<file path="config.mk">
export PLATFORM = sky130hd
export DESIGN_NAME = ula_contention
export DESIGN_NICKNAME = d
export VERILOG_FILES = /design/src/rtl/ula_pkg.sv /design/src/rtl/ula_frame_counter.sv /design/src/rtl/ula_contention.sv
export SDC_FILE = /design/constraint.sdc
export NUM_CORES = 1
export LEC_CHECK = 0
export CAP_MARGIN = 20
export CORE_MARGIN = 2
export CORE_UTILIZATION = 50
export DETAILED_ROUTE_END_ITERATION = 10
export PLACE_DENSITY = 0.74
export SYNTH_ARGS = -nofsm -noshare
export SYNTH_HDL_FRONTEND = slang
export SYNTH_SLANG_ARGS = --single-unit
export TNS_END_PERCENT = 20
</file>
<file path="constraint.sdc">
create_clock -name clk_sys -period 2.42 [get_ports clk_sys]
set_clock_uncertainty 0.1 [all_clocks]
set_input_delay 0.484 -clock clk_sys [delete_from_list [all_inputs] [get_ports clk_sys]]
set_output_delay 0.484 -clock clk_sys [all_outputs]
set_load 0.01 [all_outputs]
</file>
<file path="src/rtl/ula_pkg.sv">
// Shared frame geometry, clock divider constants and the Spectrum 128K
// contention pattern used by the ULA contention sequencer.
package ula_pkg;

  localparam int FRAME_T    = 70908;
  localparam int LINE_T     = 228;
  localparam int CONT_START = 14361;
  localparam int INT_LEN    = 36;
  localparam int DIV        = 8;

  localparam int DISP_LINES = 192;
  localparam int DISP_COLS  = 128;

  localparam int FT_W  = 17;
  localparam int POS_W = 8;
  localparam int DIV_W = 3;
  localparam int CNT_W = 3;

  typedef enum logic {
    RUN   = 1'b0,
    STALL = 1'b1
  } cont_state_t;

  // Wait states inserted for a contended access at this 8-T-state phase.
  function automatic logic [2:0] delay_of(input logic [2:0] phase);
    return (phase < 3'd6) ? (3'd6 - phase) : 3'd0;
  endfunction

endpackage

</file>
<file path="src/rtl/ula_frame_counter.sv">
// T-state divider and frame-position counter: produces the T-state tick,
// the frame T-state, the display position (dh, dv) and the frame interrupt.
module ula_frame_counter
  import ula_pkg::*;
(
  input  logic             clk_sys,
  input  logic             nRESET,
  input  logic             turbo,
  output logic             tick,
  output logic [FT_W-1:0]  frame_t,
  output logic [POS_W-1:0] dh,
  output logic [POS_W-1:0] dv,
  output logic             nINT
);

  logic [DIV_W-1:0] div;
  logic [DIV_W-1:0] div_last;
  logic             turbo_q;

  // turbo is only adopted at a divider wrap so a T-state is never cut short.
  assign div_last = turbo_q ? DIV_W'(DIV / 2 - 1) : DIV_W'(DIV - 1);
  assign tick     = (div == div_last);

  always_ff @(posedge clk_sys) begin
    if (!nRESET) begin
      div     <= '0;
      turbo_q <= turbo;
    end else if (tick) begin
      div     <= '0;
      turbo_q <= turbo;
    end else begin
      div     <= div + 1'b1;
    end
  end

  always_ff @(posedge clk_sys) begin
    if (!nRESET) begin
      frame_t <= '0;
    end else if (tick) begin
      frame_t <= (frame_t == FT_W'(FRAME_T - 1)) ? '0 : frame_t + 1'b1;
    end
  end

  // dv parks at DISP_LINES outside the display until the first contended T-state.
  always_ff @(posedge clk_sys) begin
    if (!nRESET) begin
      dh <= '0;
      dv <= POS_W'(DISP_LINES);
    end else if (tick) begin
      if (frame_t == FT_W'(CONT_START - 1)) begin
        dh <= '0;
        dv <= '0;
      end else if (dh == POS_W'(LINE_T - 1)) begin
        dh <= '0;
        if (dv != POS_W'(DISP_LINES)) begin
          dv <= dv + 1'b1;
        end
      end else begin
        dh <= dh + 1'b1;
      end
    end
  end

  always_ff @(posedge clk_sys) begin
    if (!nRESET) begin
      nINT <= 1'b1;
    end else begin
      nINT <= (frame_t >= FT_W'(INT_LEN));
    end
  end

endmodule

</file>
<file path="src/rtl/ula_contention.sv">
// CPU T-state sequencer: grants cpu_ce once per T-state and inserts the 128K
// contention wait states once per machine cycle inside the display fetch window.
module ula_contention
  import ula_pkg::*;
(
  input  logic            clk_sys,
  input  logic            nRESET,
  input  logic            turbo,
  input  logic            cont_en,
  input  logic            cont_req,
  output logic            cpu_ce,
  output logic            stall,
  output logic            nINT,
  output logic [FT_W-1:0] frame_t
);

  logic             tick;
  logic [POS_W-1:0] dh;
  logic [POS_W-1:0] dv;

  ula_frame_counter u_frame (
    .clk_sys (clk_sys),
    .nRESET  (nRESET),
    .turbo   (turbo),
    .tick    (tick),
    .frame_t (frame_t),
    .dh      (dh),
    .dv      (dv),
    .nINT    (nINT)
  );

  logic             window;
  logic [2:0]       delay;
  logic             hit;
  logic             req_done;
  cont_state_t      state;
  cont_state_t      state_n;
  logic [CNT_W-1:0] stall_cnt;
  logic [CNT_W-1:0] stall_cnt_n;
  logic             ce_n;

  assign window = (dv < POS_W'(DISP_LINES)) && (dh < POS_W'(DISP_COLS));
  assign delay  = delay_of(dh[2:0]);
  assign hit    = cont_req && !req_done && cont_en && !turbo && window && (delay != 3'd0);
  assign stall  = (state == STALL);

  // The first suppressed tick happens in RUN, so STALL only counts delay-1 more.
  always_comb begin
    state_n     = state;
    stall_cnt_n = stall_cnt;
    ce_n        = 1'b0;
    if (tick) begin
      case (state)
        RUN: begin
          if (hit) begin
            state_n     = STALL;
            stall_cnt_n = delay - 3'd1;
          end else begin
            ce_n = 1'b1;
          end
        end
        STALL: begin
          if (stall_cnt != '0) begin
            stall_cnt_n = stall_cnt - 1'b1;
          end else begin
            ce_n    = 1'b1;
            state_n = RUN;
          end
        end
        default: state_n = RUN;
      endcase
    end
  end

  always_ff @(posedge clk_sys) begin
    if (!nRESET) begin
      state     <= RUN;
      stall_cnt <= '0;
      cpu_ce    <= 1'b0;
    end else begin
      state     <= state_n;
      stall_cnt <= stall_cnt_n;
      cpu_ce    <= ce_n;
    end
  end

  // Any gap in cont_req marks a new machine cycle, re-arming contention.
  always_ff @(posedge clk_sys) begin
    if (!nRESET) begin
      req_done <= 1'b0;
    end else if (!cont_req) begin
      req_done <= 1'b0;
    end else if (tick && (state == RUN)) begin
      req_done <= 1'b1;
    end
  end

endmodule
</file>
* Yosys cells after proc, flatten, opt, wreduce, memory -nomap -nowiden
Index checks and enable logic that the tools add are counted.
Operators by class: add/subtract/negate cells 7, $lt $le $gt $ge 4, equality and inequality tests 8, multiplexer cells 19, bitwise logic cells 2, reduce and logical (&&, ||, !) cells 18
Operator list (count):
- $mux W8 | 5
- $add A17 B1 Y17 const B | 1
- $eq A17 B14 Y1 const B | 1
- $eq A17 B17 Y1 const B | 1
- $ge A17 B6 Y1 const B | 1
- $mux W17 | 1
- $add A8 B1 Y8 const B | 2
- $lt A8 B8 Y1 const B | 2
- $mux W3 | 4
- $eq A8 B8 Y1 const B | 1
- $ne A8 B8 Y1 const B | 1
- $logic_and A1 B1 Y1 | 7
- $mux W1 | 6
- $pmux W3 S2 | 1
- $reduce_and A3 Y1 | 2
- $reduce_bool A3 Y1 | 2
- $sub A3 B1 Y3 const B | 2
- $ne A2 B1 Y1 const B | 2
- $pmux W1 S2 | 2
- $reduce_and A2 Y1 | 2
- $reduce_bool A2 Y1 | 2
- $add A3 B1 Y3 const B | 1
- $eq A3 B3 Y1 | 1
- $lt A3 B3 Y1 const B | 1
- 5 further kinds | 7
Storage, ports and cells: flip-flop bits (word level) 44, bits of input ports 5, output and inout bits 20, word-level logic and storage cells 68

* Depth between registers and ports, before layout
Gate-level depths: netlist of the first run.
depth in word-level cells 8, gate-level depth with buffers 11, mapped depth without buffers 11

* Hierarchy
A second synthesis of the first run with hierarchy kept.
Unflattened totals: cell total of the unflattened synthesis 288, area, all modules 2468.6 um^2
Modules (own cells, without submodules):
- ula_frame_counter | instances 1, cells each 238, area an instance 2039.5 um^2
- ula_contention | instances 1, cells each 50, area an instance 429.2 um^2

* Worst setup path before layout of the first run
No wires, ideal clock.
path type register to register, from register u_frame.dh[0], to register stall_cnt[2], setup time 0.125 ns, arrival 1.853 ns, data required time 2.195 ns, slack 0.342 ns, cell stages (with the launch flop) 8, path buffers 0, period minus slack after synthesis 2.078 ns, cells stage by stage dfxtp_1 > inv_1 > ha_1 > a21o_1 > a211oi_1 > o211ai_2 > and2_0 > o41a_1
On the way: longest elaborated chain between the ends 6, elaborated cells on any way between the ends 13
RTL lines:
- from (decl) | line ula_frame_counter.sv:11 | output logic [POS_W-1:0] dh,
- from (signal assigned) | line ula_frame_counter.sv:59 | dh <= dh + 1'b1;
- branches (longest 6 deep; another with $sub A3 B3 Y3)
- to (signal assigned) | line ula_contention.sv:82 | stall_cnt <= stall_cnt_n;
- to (decl) | line ula_contention.sv:38 | logic [CNT_W-1:0] stall_cnt;
Parallel ways; which one is timed is not known. The select of a mux whose other input is x is not followed. A chain may end at the register's enable or synchronous reset.

* Worst setup path in the final report of the first run
Ends and elaborated chain as after synthesis.

==> flow_summary.json, run 1 <==
{
  "yosys-mux-area-fraction_pct": 0.8825,
  "period_share_pct": 90.40,
  "synth_top_family_by_area": "simple AND/OR/NAND/NOR gates",
  "area_growth_syn_to_layout_pct": 19.53,
  "crit_required_ns": 2.50,
  "finalWeightedCongestion": 0.8572,
  "die_w_um": 71.36,
  "viasPerCell": 5.555,
  "setup_viol": 0,
  "grt_pass1_wl_um": 8459,
  "clock_latency_ns": 0.30,
  "rsz0062_at_grt": "no",
  "ys_top_cells_by_area": "dfxtp_1, nor2_1, xnor2_1",
  "critPathMaxFanout": 5,
  "drc": 0,
  "insertedDiodeCount": 0,
  "slew_headroom_pct": 65.99,
  "synth_most_common_cell": "dfxtp_1",
  "dp_hpwl_um": 3497,
  "cts_hold_buf": 0,
  "netlist_area_um2": 2268,
  "synth_edf_count": 1,
  "crit_type": "register to register",
  "cts_sinks": 44,
  "hp-class": "register to register",
  "wl_per_cell_um": 13.46,
  "yosysWarningCount": 0,
  "synth_area_per_cell_um2": 8.496,
  "num_vias": 1972,
  "status": "complete, no violations",
  "synth_top_flop_cell": "dfxtp_1",
  "grt.overflow.total": 0,
  "drive_gt1_share_pct": 8.581,
  "yosysSeqAreaShare_pct": 39.27,
  "setup.worst_path.end_class": "register",
  "hold_viol": 0,
  "synthTopCellsByCount": "dfxtp_1, nor2_1, nand2_1",
  "synthArstFlopShare_pct": 0,
  "reg2reg_slack_ns": 0.23,
  "start_util_pct": 52.10,
  "critical_path_arrival_ns": 2.27,
  "synth-compound-area-share_pct": 11.86,
  "synthAdderAreaFrac_pct": 4.413,
  "clk_pin_slew_ns": 0.08,
  "critPathLaunch": "u_frame.dh[0]$_SDFFE_PN0P_",
  "cts_tree": "done",
  "core_area_um2": 4354,
  "antenna_found_initial": 0,
  "endpoint": "stall_cnt[2]$_SDFFE_PN0P_",
  "fmax_ghz": 0.4571,
  "p_per_area_nw_per_um2": 473.2,
  "io_pins": 25,
  "cts_buffer_depth": 2,
  "max-cap-violations": 0,
  "synth_top_area_share_pct": 37.95,
  "drt_iter0_drc": 111,
  "r2r_end": "stall_cnt[2]$_SDFFE_PN0P_",
  "syn-num-nets": 280,
  "final_util_pct": 62.27,
  "drv_slew": 0,
  "cts-resized-gates": 0,
  "start_kind": "register",
  "grt_start_max_net_pins": 16,
  "grt_pass1_vias": 1827,
  "final_nets": 315,
  "first_pass_iters": 4,
  "port-buffer-count": 24,
  "track_usage_pct": 21.08,
  "yosys.area_share.simple_pct": 31.55,
  "finalCriticalPeriod_ns": 2.188,
  "h-tree-depth": 2,
  "dieHeight_um": 71.36,
  "rows": 24,
  "r2r-start": "u_frame.dh[0]$_SDFFE_PN0P_",
  "tightest_slew_ns": 0.5089,
  "synth-seq-cells": 44,
  "worstRegToRegCells": 10,
  "peakVddDrop_mv": 0.3769,
  "postCtsSetupBuffers": 0,
  "cts_buffers": 5,
  "p_leak_nw": 0.9702,
  "netlist_instances": 267,
  "ant_nets": 0,
  "die_area_um2": 5092,
  "wl_um": 4779,
  "synthXorXnorAreaFrac_pct": 8.825,
  "synth.distinct_cells": 52,
  "tns_ns": 0,
  "synth.largest_area_cell": "dfxtp_1",
  "cts_root_buf": "clkbuf_8"
}
[state kept, by name, indices dropped and copies added (netlist names)]
register	cells
u_frame.dh	8
req_done	1
u_frame.nINT	1
cpu_ce	1
u_frame.frame_t	17
u_frame.turbo_q	1
u_frame.div	3
stall_cnt	3
u_frame.dv	8
stall	1
[worst max-delay path: stages (launching register included)]
cell and delay [ns]:
dfxtp_1 0.40, inv_1 0.11, ha_1 0.22, a21o_1 0.18, nand2_1 0.07, nand2_1 0.05
nor2_1 0.09, a21oi_1 0.05, ha_1 0.24, nor4b_1 0.16, o41a_1 0.42
[cells by family after synthesis]
| kind of cell | Yosys count |
|---|---|
| flip-flops | 44 |
| AO/OA/AOI/OAI | 41 |
| adder cells (fa/ha/maj) | 8 |
| buffers and inverters | 18 |
| XOR/XNOR | 22 |
| AND/OR/NAND/NOR | 132 |
| multiplexers | 2 |
[cells in the final DEF, fill, tap and decap left out, types with 6 or more instances in the layout]
cell and instances:
a21oi_1 10, and3_1 6, buf_4 10, clkbuf_8 6
clkdlybuf4s50_1 24, dfxtp_1 43, ha_1 8, inv_1 12
nand2_1 28, nand3_1 13, nand4_1 9, nor2_1 31
nor3_1 10, nor4_1 6, o21ai_0 11, xnor2_1 13
xor2_1 8
[metal layers]
| metal | vias to the layer above | part of all wire, % | GRT usage (%) |
|---|---|---|---|
| met5 | - | 0 | 0 |
| met3 | 11 | 4.9 | 5.767 |
| met1 | 899 | 50 | 28.77 |
| met2 | 47 | 43 | 30.76 |
| li1 | 1015 | - | - |
| met4 | 0 | 2.7 | 10.27 |
[power breakdown]
part           switching, W  total (W)  leakage, nW  internal (W)
Clock              0.000242   0.000475       0.0455      0.000233
Combinational     0.0000374  0.0000677        0.568     0.0000303
Sequential       0.00000567   0.000741        0.357      0.000735
Total              0.000285    0.00128        0.970      0.000998
[worst min-delay path by stage]
stage,startpoint,end,cells after the start
floorplan,u_frame.div[0]$_SDFF_PP0_,u_frame.div[0]$_SDFF_PP0_,1
global placement,u_frame.div[0]$_SDFF_PP0_,u_frame.div[0]$_SDFF_PP0_,1
detailed placement,u_frame.div[0]$_SDFF_PP0_,u_frame.div[0]$_SDFF_PP0_,1
CTS,u_frame.div[0]$_SDFF_PP0_,u_frame.div[0]$_SDFF_PP0_,1
global route,u_frame.div[0]$_SDFF_PP0_,u_frame.div[0]$_SDFF_PP0_,1
finish,u_frame.div[0]$_SDFF_PP0_,u_frame.div[0]$_SDFF_PP0_,1
[cell type report]
type | instances | area (um^2)
Sequential cell | 44 | 890.9
Tap cell | 52 | 65.06
Inverter | 12 | 45.04
Fill cell | 388 | 1643
Timing Repair Buffer | 34 | 315.3
Clock buffer | 8 | 90.09
Multi-Input combinational cell | 205 | 1305
[stage by stage]
step / power, W / area [um^2] / hold slack (ns) / std cells / setup WS (ns)
2_1_floorplan: 0.0007971 / 2268 / 0.2992 / 267 / 0.3424
3_3_place_gp: 0.0008247 / 2621 / 0.3153 / 347 / 0.08795
3_5_place_dp: 0.0008258 / 2621 / 0.3209 / 347 / 0.04616
6_report: 0.001283 / 2711 / 0.3286 / 355 / 0.2323
4_1_cts: 0.001298 / 2711 / 0.3321 / 355 / 0.2272
5_1_grt: 0.001334 / 2711 / 0.3602 / 355 / 0.07802
(Power assumes the default switching activity.)
==> inputs of run 2 (changes only) <==
--- a/config.mk
+++ b/config.mk
@@ -6,6 +6,7 @@
 export NUM_CORES = 1
 export LEC_CHECK = 0
 export CAP_MARGIN = 20
+export CORE_ASPECT_RATIO = 1.2
 export CORE_MARGIN = 2
 export CORE_UTILIZATION = 50
 export DETAILED_ROUTE_END_ITERATION = 10
==> flow_summary.json, run 2 (synthesized netlist as in run 1, its figures left out) <==
{
  "viasPerCell": 5.503,
  "fin_total_pwr_w": 0.001313,
  "cts_buffers": 5,
  "tns_ns": 0,
  "num_vias": 1959,
  "cts_buffer_depth": 2,
  "grt_pass1_vias": 1784,
  "busiest_layer": "met2",
  "die_area_um2": 5094,
  "top_register": "u_frame.frame_t",
  "use_met3_pct": 3.623,
  "start_util_pct": 52.43,
  "critPathMaxFanout": 5,
  "hold_viol": 0,
  "area_growth_syn_to_layout_pct": 19.47,
  "slew_headroom_pct": 53.64,
  "setup.worst_path.end_class": "register",
  "hold_start": "u_frame.div[0]$_SDFF_PP0_",
  "drive_gt1_share_pct": 8.333,
  "postCtsSetupBuffers": 0,
  "p_per_area_nw_per_um2": 484.6,
  "crit_required_ns": 2.50,
  "final_cell_count_no_fill": 356,
  "peakVddDrop_mv": 0.3072,
  "final_nets": 312,
  "dieHeight_um": 77.79,
  "fmax_ghz": 0.4474,
  "period_share_pct": 92.36,
  "crit_type": "register to register",
  "use_met1_pct": 25.68,
  "h-tree-depth": 2,
  "worstRegToRegCells": 10,
  "core_area_um2": 4327,
  "cts_tree": "done",
  "final_common_cell": "dfxtp_1",
  "drc": 0,
  "clk_pin_slew_ns": 0.09,
  "final_util_pct": 62.64,
  "antenna_found_initial": 0,
  "io_pins": 25,
  "wl_per_cell_um": 13.81,
  "min_to": "u_frame.div[0]$_SDFF_PP0_",
  "status": "complete, no violations",
  "finalCriticalPeriod_ns": 2.235,
  "first_pass_iters": 4,
  "rows": 26,
  "start_kind": "register",
  "drt_iter0_drc": 114,
  "drv_slew": 0,
  "max-cap-violations": 0,
  "top_regs": "u_frame.frame_t: 17 flops, u_frame.dh: 8 flops, u_frame.dv: 8 flops",
  "dp.cells": 348,
  "grt_pass1_wl_um": 8259,
  "cts_sinks": 44,
  "wl_um": 4915,
  "die_w_um": 65.49,
  "p_leak_nw": 0.9617,
  "dp_hpwl_um": 3570,
  "r2r_end": "stall_cnt[2]$_SDFFE_PN0P_",
  "rsz0062_at_grt": "no",
  "hp-class": "register to register",
  "hold_depth": 1,
  "ant_nets": 0,
  "finalWeightedCongestion": 0.8309,
  "grt_start_max_net_pins": 16,
  "clock_latency_ns": 0.30,
  "reg2reg_slack_ns": 0.18,
  "cts_root_buf": "clkbuf_8",
  "port-buffer-count": 24,
  "final_cell_mix": "dfxtp_1, nor2_1, nand2_1",
  "tightest_slew_ns": 0.6912,
  "critical_path_arrival_ns": 2.31,
  "cts_hold_buf": 0,
  "insertedDiodeCount": 0,
  "grt.overflow.total": 0,
  "cts-resized-gates": 0,
  "r2r-start": "u_frame.dh[0]$_SDFFE_PN0P_",
  "track_usage_pct": 20.68,
  "largest_reg_flops": 17,
  "grt_util_met2_pct": 35.10,
  "setup_viol": 0
}
[run 2: routing by layer]
metal  part of all wire, %  vias up
li1                      -     1010
met1                    46      908
met2                    49       32
met3                   3.4        9
met4                   1.5        0
met5                     0        -
[run 2: area by class of cell]
| cell class | count | area [um^2] |
|---|---|---|
| Multi-Input combinational cell | 205 | 1311 |
| Tap cell | 56 | 70.07 |
| Sequential cell | 44 | 890.9 |
| Clock buffer | 8 | 100.1 |
| Fill cell | 368 | 1617 |
| Timing Repair Buffer | 31 | 292.8 |
| Inverter | 12 | 45.04 |
[run 2: critical path, cell delays in order, from the launching register on]
cell     delay [ns]
dfxtp_1        0.41
inv_1          0.11
ha_1           0.23
a21o_1         0.18
nand2_1        0.08
nand2_1        0.06
nor2_1         0.08
a21oi_1        0.05
ha_1           0.24
nor4b_1        0.16
o41a_1         0.41
[run 2: report_power, final]
part	internal [W]	total [W]	switching [W]
combinational	0.0000299	0.0000676	0.0000378
sequential	0.000735	0.000741	0.00000603
clock	0.000261	0.000504	0.000244
total	0.00103	0.00131	0.000287
[run 2: worst max-delay path by stage]
stage	cells past startpoint	to	slack, ns	from
after floorplan	7	stall_cnt[2]$_SDFFE_PN0P_	0.34	u_frame.dh[0]$_SDFFE_PN0P_
after global placement	6	stall_cnt[2]$_SDFFE_PN0P_	0.13	cont_req
after detailed placement	6	stall_cnt[2]$_SDFFE_PN0P_	0.07	cont_req
after CTS	7	stall_cnt[2]$_SDFFE_PN0P_	0.20	u_frame.dh[0]$_SDFFE_PN0P_
after global routing	7	u_frame.dh[5]$_SDFFE_PN0P_	0.02	u_frame.frame_t[0]$_SDFFE_PN0P_
final	10	stall_cnt[2]$_SDFFE_PN0P_	0.18	u_frame.dh[0]$_SDFFE_PN0P_
[run 2: stage by stage]
stage          hold slack [ns]  cell area, um^2  setup slack (ns)
2_1_floorplan           0.2992             2268            0.3424
3_3_place_gp            0.3131             2604            0.1257
3_5_place_dp            0.3130             2604           0.06778
4_1_cts                 0.3239             2704            0.2010
5_1_grt                 0.3411             2710           0.01798
6_report                0.3206             2710            0.1848
==> inputs of run 3 (changes only) <==
==> constraint.sdc (replaced) <==
create_clock -name clk_sys -period 2.42 [get_ports clk_sys]
set_clock_uncertainty 0.1 [all_clocks]
set_input_delay 0.484 -clock clk_sys [delete_from_list [all_inputs] [get_ports clk_sys]]
set_output_delay 0.484 -clock clk_sys [all_outputs]
set_load 0.005 [all_outputs]
==> results of run 3 <==
The final DEF is identical to that of run 2. Status: complete, no violations.
Main changes from that run: total power 0.001313 W -> 0.001312 W
